--- src/rtl/reg_writeback_sequencer_pkg.sv ---
// Shared widths, state encoding and constants for the write-back sequencer.
// No logic of its own: pure definitions, no latency.
// No flow control here; consumers apply their own handshakes.
package reg_writeback_sequencer_pkg;

   localparam int WORD       = 32;
   localparam int ADDR_WIDTH = 4;
   localparam int REG_COUNT  = 2 ** ADDR_WIDTH;

   // Register index of the program counter; writes here also raise pc_write.
   localparam logic [ADDR_WIDTH-1:0] PC_ADDR = ADDR_WIDTH'(REG_COUNT - 1);

   typedef enum logic {
      IDLE  = 1'b0,
      BURST = 1'b1
   } seq_state_t;

endpackage

--- src/rtl/reg_writeback_sequencer_reg_list_encoder.sv ---
// Lowest-set-bit priority encoder over a register list mask.
// Purely combinational, zero latency.
// No flow control; index is 0 when any_set is low.
module reg_list_encoder
   import reg_writeback_sequencer_pkg::*;
(
   input  logic [REG_COUNT-1:0]  mask,
   output logic [ADDR_WIDTH-1:0] index,
   output logic                  any_set
);

   // Scan from the top down so the lowest set bit is the last one to win.
   always_comb begin
      index   = '0;
      any_set = |mask;
      for (int i = REG_COUNT - 1; i >= 0; i--) begin
         if (mask[i]) begin
            index = ADDR_WIDTH'(i);
         end
      end
   end

endmodule

--- src/rtl/reg_writeback_sequencer.sv ---
// Merges single write-backs and LDM/POP bursts into one register-file write port.
// One cycle from accepted request/beat to write_en; mem_ready is combinational.
// Single writes always win; a burst beat is held off (mem_ready low) that cycle.
module reg_writeback_sequencer
   import reg_writeback_sequencer_pkg::*;
(
   input  logic                  clk_i,
   input  logic                  rst_n_i,
   input  logic                  wb_valid_i,
   input  logic [ADDR_WIDTH-1:0] wb_addr_i,
   input  logic [WORD-1:0]       wb_data_i,
   input  logic                  burst_start_i,
   input  logic [REG_COUNT-1:0]  reg_list_i,
   input  logic                  mem_valid_i,
   input  logic [WORD-1:0]       mem_data_i,
   output logic                  mem_ready_o,
   output logic                  write_en_o,
   output logic [ADDR_WIDTH-1:0] write_addr_o,
   output logic [WORD-1:0]       write_data_o,
   output logic                  pc_write_o,
   output logic                  busy_o,
   output logic                  done_o
);

   seq_state_t            state_q, state_d;
   logic [REG_COUNT-1:0]  pending_q, pending_d;

   logic [ADDR_WIDTH-1:0] low_idx;
   logic                  pending_any;
   logic [REG_COUNT-1:0]  low_onehot;
   logic [REG_COUNT-1:0]  pending_cleared;
   logic [ADDR_WIDTH-1:0] rest_idx;
   logic                  rest_any;

   logic                  beat_acc;
   logic                  issue_en;
   logic [ADDR_WIDTH-1:0] issue_addr;
   logic [WORD-1:0]       issue_data;
   logic                  done_d;

   // Target of the next beat: lowest register still pending.
   reg_list_encoder u_low_enc (
      .mask    (pending_q),
      .index   (low_idx),
      .any_set (pending_any)
   );

   assign low_onehot      = {{(REG_COUNT-1){1'b0}}, 1'b1} << low_idx;
   assign pending_cleared = pending_q & ~low_onehot;

   // Whether anything remains once the current target is written; its index is
   // not needed, only the emptiness flag that marks the final beat.
   reg_list_encoder u_rest_enc (
      .mask    (pending_cleared),
      .index   (rest_idx),
      .any_set (rest_any)
   );

   // State and pending-mask register; reset abandons any burst in flight.
   always_ff @(posedge clk_i or negedge rst_n_i) begin
      if (!rst_n_i) begin
         state_q   <= IDLE;
         pending_q <= '0;
      end else begin
         state_q   <= state_d;
         pending_q <= pending_d;
      end
   end

   // Next-state, beat handshake and selection of the single write issued this cycle.
   always_comb begin
      state_d    = state_q;
      pending_d  = pending_q;
      done_d     = 1'b0;
      issue_en   = 1'b0;
      issue_addr = write_addr_o;
      issue_data = write_data_o;

      mem_ready_o = (state_q == BURST) && !wb_valid_i && pending_any;
      beat_acc    = mem_valid_i && mem_ready_o;

      case (state_q)
         IDLE: begin
            if (burst_start_i) begin
               if (|reg_list_i) begin
                  pending_d = reg_list_i;
                  state_d   = BURST;
               end else begin
                  // Empty list retires immediately with no writes.
                  done_d = 1'b1;
               end
            end
         end
         BURST: begin
            if (beat_acc) begin
               pending_d = pending_cleared;
               if (!rest_any) begin
                  state_d = IDLE;
                  done_d  = 1'b1;
               end
            end
         end
         default: begin
            state_d   = IDLE;
            pending_d = '0;
         end
      endcase

      if (wb_valid_i) begin
         issue_en   = 1'b1;
         issue_addr = wb_addr_i;
         issue_data = wb_data_i;
      end else if (beat_acc) begin
         issue_en   = 1'b1;
         issue_addr = low_idx;
         issue_data = mem_data_i;
      end
   end

   // Registered write port and status; address/data hold when no write issues.
   always_ff @(posedge clk_i or negedge rst_n_i) begin
      if (!rst_n_i) begin
         write_en_o   <= 1'b0;
         write_addr_o <= '0;
         write_data_o <= '0;
         pc_write_o   <= 1'b0;
         busy_o       <= 1'b0;
         done_o       <= 1'b0;
      end else begin
         write_en_o   <= issue_en;
         write_addr_o <= issue_addr;
         write_data_o <= issue_data;
         pc_write_o   <= issue_en && (issue_addr == PC_ADDR);
         busy_o       <= (state_d == BURST);
         done_o       <= done_d;
      end
   end

endmodule

--- config.mk ---
export PLATFORM = sky130hd
export DESIGN_NAME = reg_writeback_sequencer
export DESIGN_NICKNAME = d
export VERILOG_FILES = /design/src/rtl/reg_writeback_sequencer_pkg.sv /design/src/rtl/reg_writeback_sequencer_reg_list_encoder.sv /design/src/rtl/reg_writeback_sequencer.sv
export SDC_FILE = /design/constraint.sdc
export NUM_CORES = 1
export LEC_CHECK = 0
export CORE_UTILIZATION = 35
export DETAILED_ROUTE_END_ITERATION = 8
export GPL_ROUTABILITY_DRIVEN = 0
export HOLD_SLACK_MARGIN = 0.15
export PLACE_DENSITY_LB_ADDON = 0.2
export SYNTH_ARGS = -nofsm -noshare
export SYNTH_HDL_FRONTEND = slang
export SYNTH_SLANG_ARGS = --single-unit
--- constraint.sdc ---
create_clock -name clk_i -period 6 [get_ports clk_i]
set_clock_uncertainty 0.2 [all_clocks]
set_input_delay 0.9 -clock clk_i [delete_from_list [all_inputs] [get_ports clk_i]]
set_output_delay 0.9 -clock clk_i [all_outputs]
set_load 0.1 [all_outputs]
Word level (Yosys, flattened, before mapping)
Cells that the tools add are included.
{ "word_totals": {"regBits": 56, "input_bits": 89, "output_inout_bits": 41, "word_cells": 61} }
{ "op_classes": {"eq_ne": 4, "shifts": 1, "n_mux": 36, "n_bitwise": 3, "reduce_logical": 10} }
{ "ops": {"columns": ["op", "n"], "rows": [
  ["$mux 4", 18],
  ["$mux 32", 2],
  ["$mux 16", 3],
  ["$reduce_or 16->1", 3],
  ["$pmux 16 s2", 1],
  ["$and 16x16->16", 1],
  ["$not 16->16", 1],
  ["$shl 1x4->16 const A", 1],
  ["$mux 1", 10],
  ["$eq 4x4->1 const B", 1],
  ["$logic_and 1x1->1", 4],
  ["$ne 2x2->1 const B", 2],
  ["$pmux 1 s2", 2],
  ["$reduce_and 3->1", 1],
  ["$ne 2x1->1 const B", 1],
  ["$reduce_bool 2->1", 1],
  ["$logic_not 1->1", 1],
  ["$not 1->1", 1]
]} }

Depth between registers and ports, before layout
{ "depth": {"ltp_word": 23, "mapped_depth": 9, "ltp_nobuf": 7} }

Cells and area by module
From an unflattened synthesis, not the netlist that was laid out.
{ "hier_totals": {"hier_cells": 336, "hier_area_um2": 3108.0} }
{ "modules_own_cells": {"columns": ["module", "n_inst", "cells_each", "area_each_um2", "seq_area_each_um2"], "rows": [
  ["reg_writeback_sequencer", 1, 268, 2755.1, 1401.3],
  ["reg_list_encoder", 2, 34, 176.4, 0.0]
]} }

Worst setup path after synthesis
OpenSTA, ideal clock, no wires.
{ "synth_path": {"kind": "register to output", "from": "register, netlist name busy_o", "to": "output port mem_ready_o", "arrival_ps": 3805, "required_time_ps": 4900, "setup_slack_ps": 1095, "path_stages_with_launch": 3, "path_cell_list": "dfrtp_1 -> clkinv_1 -> a311oi_1"} }
{ "synth_lines": {"columns": ["element", "line", "text"], "rows": [
  ["end: declaration", "reg_writeback_sequencer.sv:16", "output logic mem_ready_o,"]
]} }

==> out/qor.csv <==
stage;metric;value;unit
final_layout;final-layout fill cell count;760;
hold_path;hold crit path type;reg -> reg;
floorplanning;die footprint;9040;sq um
yosys;most common cell in the synthesized netlist;nand2_1;
sta;Final WS setup;1830;ps
floorplanning;Core Region;8300;sq um
yosys;Synth area leader;dfrtp_1;
setup_path;Crit Path Class;reg -> out;
clock_network;Clock Sink Count;56;
placement;Post-DP HPWL;6780;um
setup_path;CP max FO;15;
yosys;sequential fraction of the synthesis area;46.2;%
yosys;Syn Area/Cell;9.22;sq um
setup_path;FF-to-FF path depth;5;
detailed_routing;antenna-violating nets left;0;
yosys;Synth cell types;51;
setup_path;CP Data Arrival Time;3070;ps
floorplanning;cell row count;33;
setup_path;worst reg-to-reg setup slack;2800;ps
setup_path;Worst Setup End Kind;output pin;
grt;GRT overflow;0;
yosys;synth top area cells;dfrtp_1 (46%), mux2i_1 (11%), o21ai_1 (8.4%);
detailed_routing;DRT iter0 DRCs;133;
placement;pre-CTS setup slack;2270;ps
clock_network;CTS root buffer;clkbuf_8;
job;Max-Cap Viols;0;
setup_path;FF-to-FF End;pending_q[12]$_DFFE_PN0P_;
sta;TNS Setup;0;ps
clock_network;Reg clk slew, reported paths;110;ps
yosys;top cell type's share of synthesized area;46.2;%
power_and_ir_drop;cell internal pwr;929;uW
clock_network;cts bufs inserted;5;
detailed_routing;WL per Instance;16.3;um
yosys;Yosys reg bits;56;
sta;crit path time final;4170;ps
final_layout;layout net count;541;
yosys;post-synth net total;418;
detailed_routing;DRC Markers;0;
sta;Least-Margin Pin Slew;1200;ps
grt;vias in the first global route;2758;
sta;relative slew slack;20.0;%
clock_network;Hold Buf Count CTS;0;
setup_path;Critical Path RT;4900;ps
grt;largest net degree at the start of global routing;73;
hold_path;hold path cells;2;
floorplanning;die width;95.1;um
grt;initial antenna violation count;0;
yosys;number of synthesis warnings;0;
placement;IO Port Bufs;129;
power_and_ir_drop;Clk pwr share;10.8;%
final_layout;fraction of layout instances using a drive strength above 1;5.52;%
floorplanning;num ports;130;
yosys;commonest cells in the synthesized netlist;nand2_1 (60), dfrtp_1 (56), o21ai_1 (51), mux2i_1 (33), nor2_1 (13);
clock_network;H-tree levels;2;
outcome;status;finished, final reports clean;
clock_network;number of post-CTS setup repair buffers;0;
power_and_ir_drop;Lkg Pwr;1.79;nW
floorplanning;height of the chip;95.1;um
grt;gr usage total;19.8;%
power_and_ir_drop;sw frac;52.6;%
yosys;Mapped Area;3030;sq um
yosys;Mapped Cells;329;
clock_network;CTS tree;done;
placement;Cells after DPL;550;
sta;Setup-failing EPs final;0;
final_layout;design area;4510;sq um
hold_path;worst hold endpoint;write_addr_o[2]$_DFF_PN0_;
clock_network;CTS Buffer Depth;2;
detailed_routing;final wirelength;9100;um
yosys;Post-synth EDFFs;0;
final_layout;synth-to-layout area growth;48.6;%
clock_network;Post-CTS Resized;0;
sta;FMAX;240;MHz
final_layout;Post-Layout Cell Count;558;
detailed_routing;via count;2981;
power_and_ir_drop;sequential share of power;30.0;%
placement;Post-DP Area;4420;sq um
sta;Slew Limit Fails;0;
power_and_ir_drop;Peak VDD IR;210;uV
power_and_ir_drop;Power Density;435;nW/um^2
power_and_ir_drop;Comb pwr share;59.2;%
power_and_ir_drop;Tot Pwr;1.96;mW
detailed_routing;post-DR vias/cell;5.34;
power_and_ir_drop;NetSw;1.03;mW
setup_path;worst reg2reg startpoint;pending_q[3]$_DFFE_PN0P_;
yosys;Post-synth ARST share;100;%
final_layout;final antenna diode count;0;
floorplanning;initial core utilization;36.6;%
detailed_routing;1st-pass router iterations;4;
sta;Period Utilization, post-route;69.5;%
grt;first-pass GRT wire length;13800;um
sta;Final Hold Fails;0;
hold_path;HP Start;write_addr_o[2]$_DFF_PN0_;
clock_network;Worst-Skew Late Latency;320;ps
yosys;commonest register cell after synthesis;dfrtp_1;
sta;unrepaired setup endpoints after global routing;false;
setup_path;Worst Setup Start Kind;flop;
layout make-up:
class | count | area, sq um | share of cell area (%)
multi-input combinational | 245 | 1530 | 34.0
tap | 105 | 131 | 2.91
timing repair buffer | 133 | 1310 | 29.1
inverter | 11 | 41.3 | 0.916
clock inverter | 2 | 16.3 | 0.361
sequential | 56 | 1400 | 31.1
clock buffer | 6 | 72.6 | 1.61
flip-flops by register name (all words and copies together) (netlist names):
signal and cells:
pending_q 16, write_data_o 32, pc_write_o 1, busy_o 1, done_o 1, write_en_o 1, write_addr_o 4
routing by layer:
| metal | up-vias | wire length (um) | global-route usage [%] | share of wire, % |
|---|---|---|---|---|
| met5 | - | 0 | 0 | 0 |
| met4 | 0 | 175 | 7.07 | 1.9 |
| li1 | 1439 | - | - | - |
| met2 | 133 | 4230 | 31.7 | 47 |
| met1 | 1397 | 3860 | 26.2 | 42 |
| met3 | 12 | 824 | 4.39 | 9.1 |
stage by stage:
step / hold WS, ps / utilization, %
2_1_floorplan: 332 / -
3_3_place_gp: 312 / 53.2
3_5_place_dp: 326 / 53.2
4_1_cts: 342 / 54.3
5_1_grt: 382 / 54.3
6_report: 335 / 54.3
logic make-up (layout without fill, tap and decap cells):
| group | count (synthesis) | count (layout) | synth area share [%] |
|---|---|---|---|
| flip-flops | 56 | 56 | 46.2 |
| buffers and inverters | 28 | 152 | 3.88 |
| AND/OR/NAND/NOR | 109 | 109 | 17.7 |
| AO/OA/AOI/OAI | 103 | 103 | 21.3 |
| multiplexers | 33 | 33 | 10.9 |
critical path: stages, from the launching register on:
cell             delay (ps)
dfrtp_1                 640
clkinv_1                380
a311oi_1                490
clkdlybuf4s50_1        1230
how the worst max path moves through the flow:
stage | startpoint | end | slack [ps] | cells past startpoint
after global routing | busy_o$_DFF_PN0_ | mem_ready_o | 1740 | 3
final | busy_o$_DFF_PN0_ | mem_ready_o | 1830 | 3
after floorplan | busy_o$_DFF_PN0_ | mem_ready_o | 1100 | 2
after global placement | wb_valid_i | mem_ready_o | 2260 | 3
after detailed placement | wb_valid_i | mem_ready_o | 2270 | 3
after CTS | busy_o$_DFF_PN0_ | mem_ready_o | 1890 | 3
power groups by stage:
stage	combinational, mW	clock (mW)	sequential [mW]
after floorplan	0.582	0	0.839
after global placement	1.15	0	0.588
after detailed placement	1.15	0	0.593
after CTS	1.16	0.220	0.585
after global routing	1.24	0.235	0.604
final	1.16	0.212	0.589
cells in the final DEF, fill, tap and decap left out, drive strengths merged, types with 3 or more instances in the layout:
cell           instances
nand2                 60
nor4                  10
or4                    4
o22ai                  3
a41oi                  3
o21ai                 55
a21o                   3
a22o                   3
clkinv                 3
o31a                   4
clkbuf                 6
or2                    3
nor3                   4
mux2i                 33
dfrtp                 56
nor2                  14
buf                    6
clkdlybuf4s50        127
a21oi                 13
inv                    9
Power figures use the tool's default switching activity.
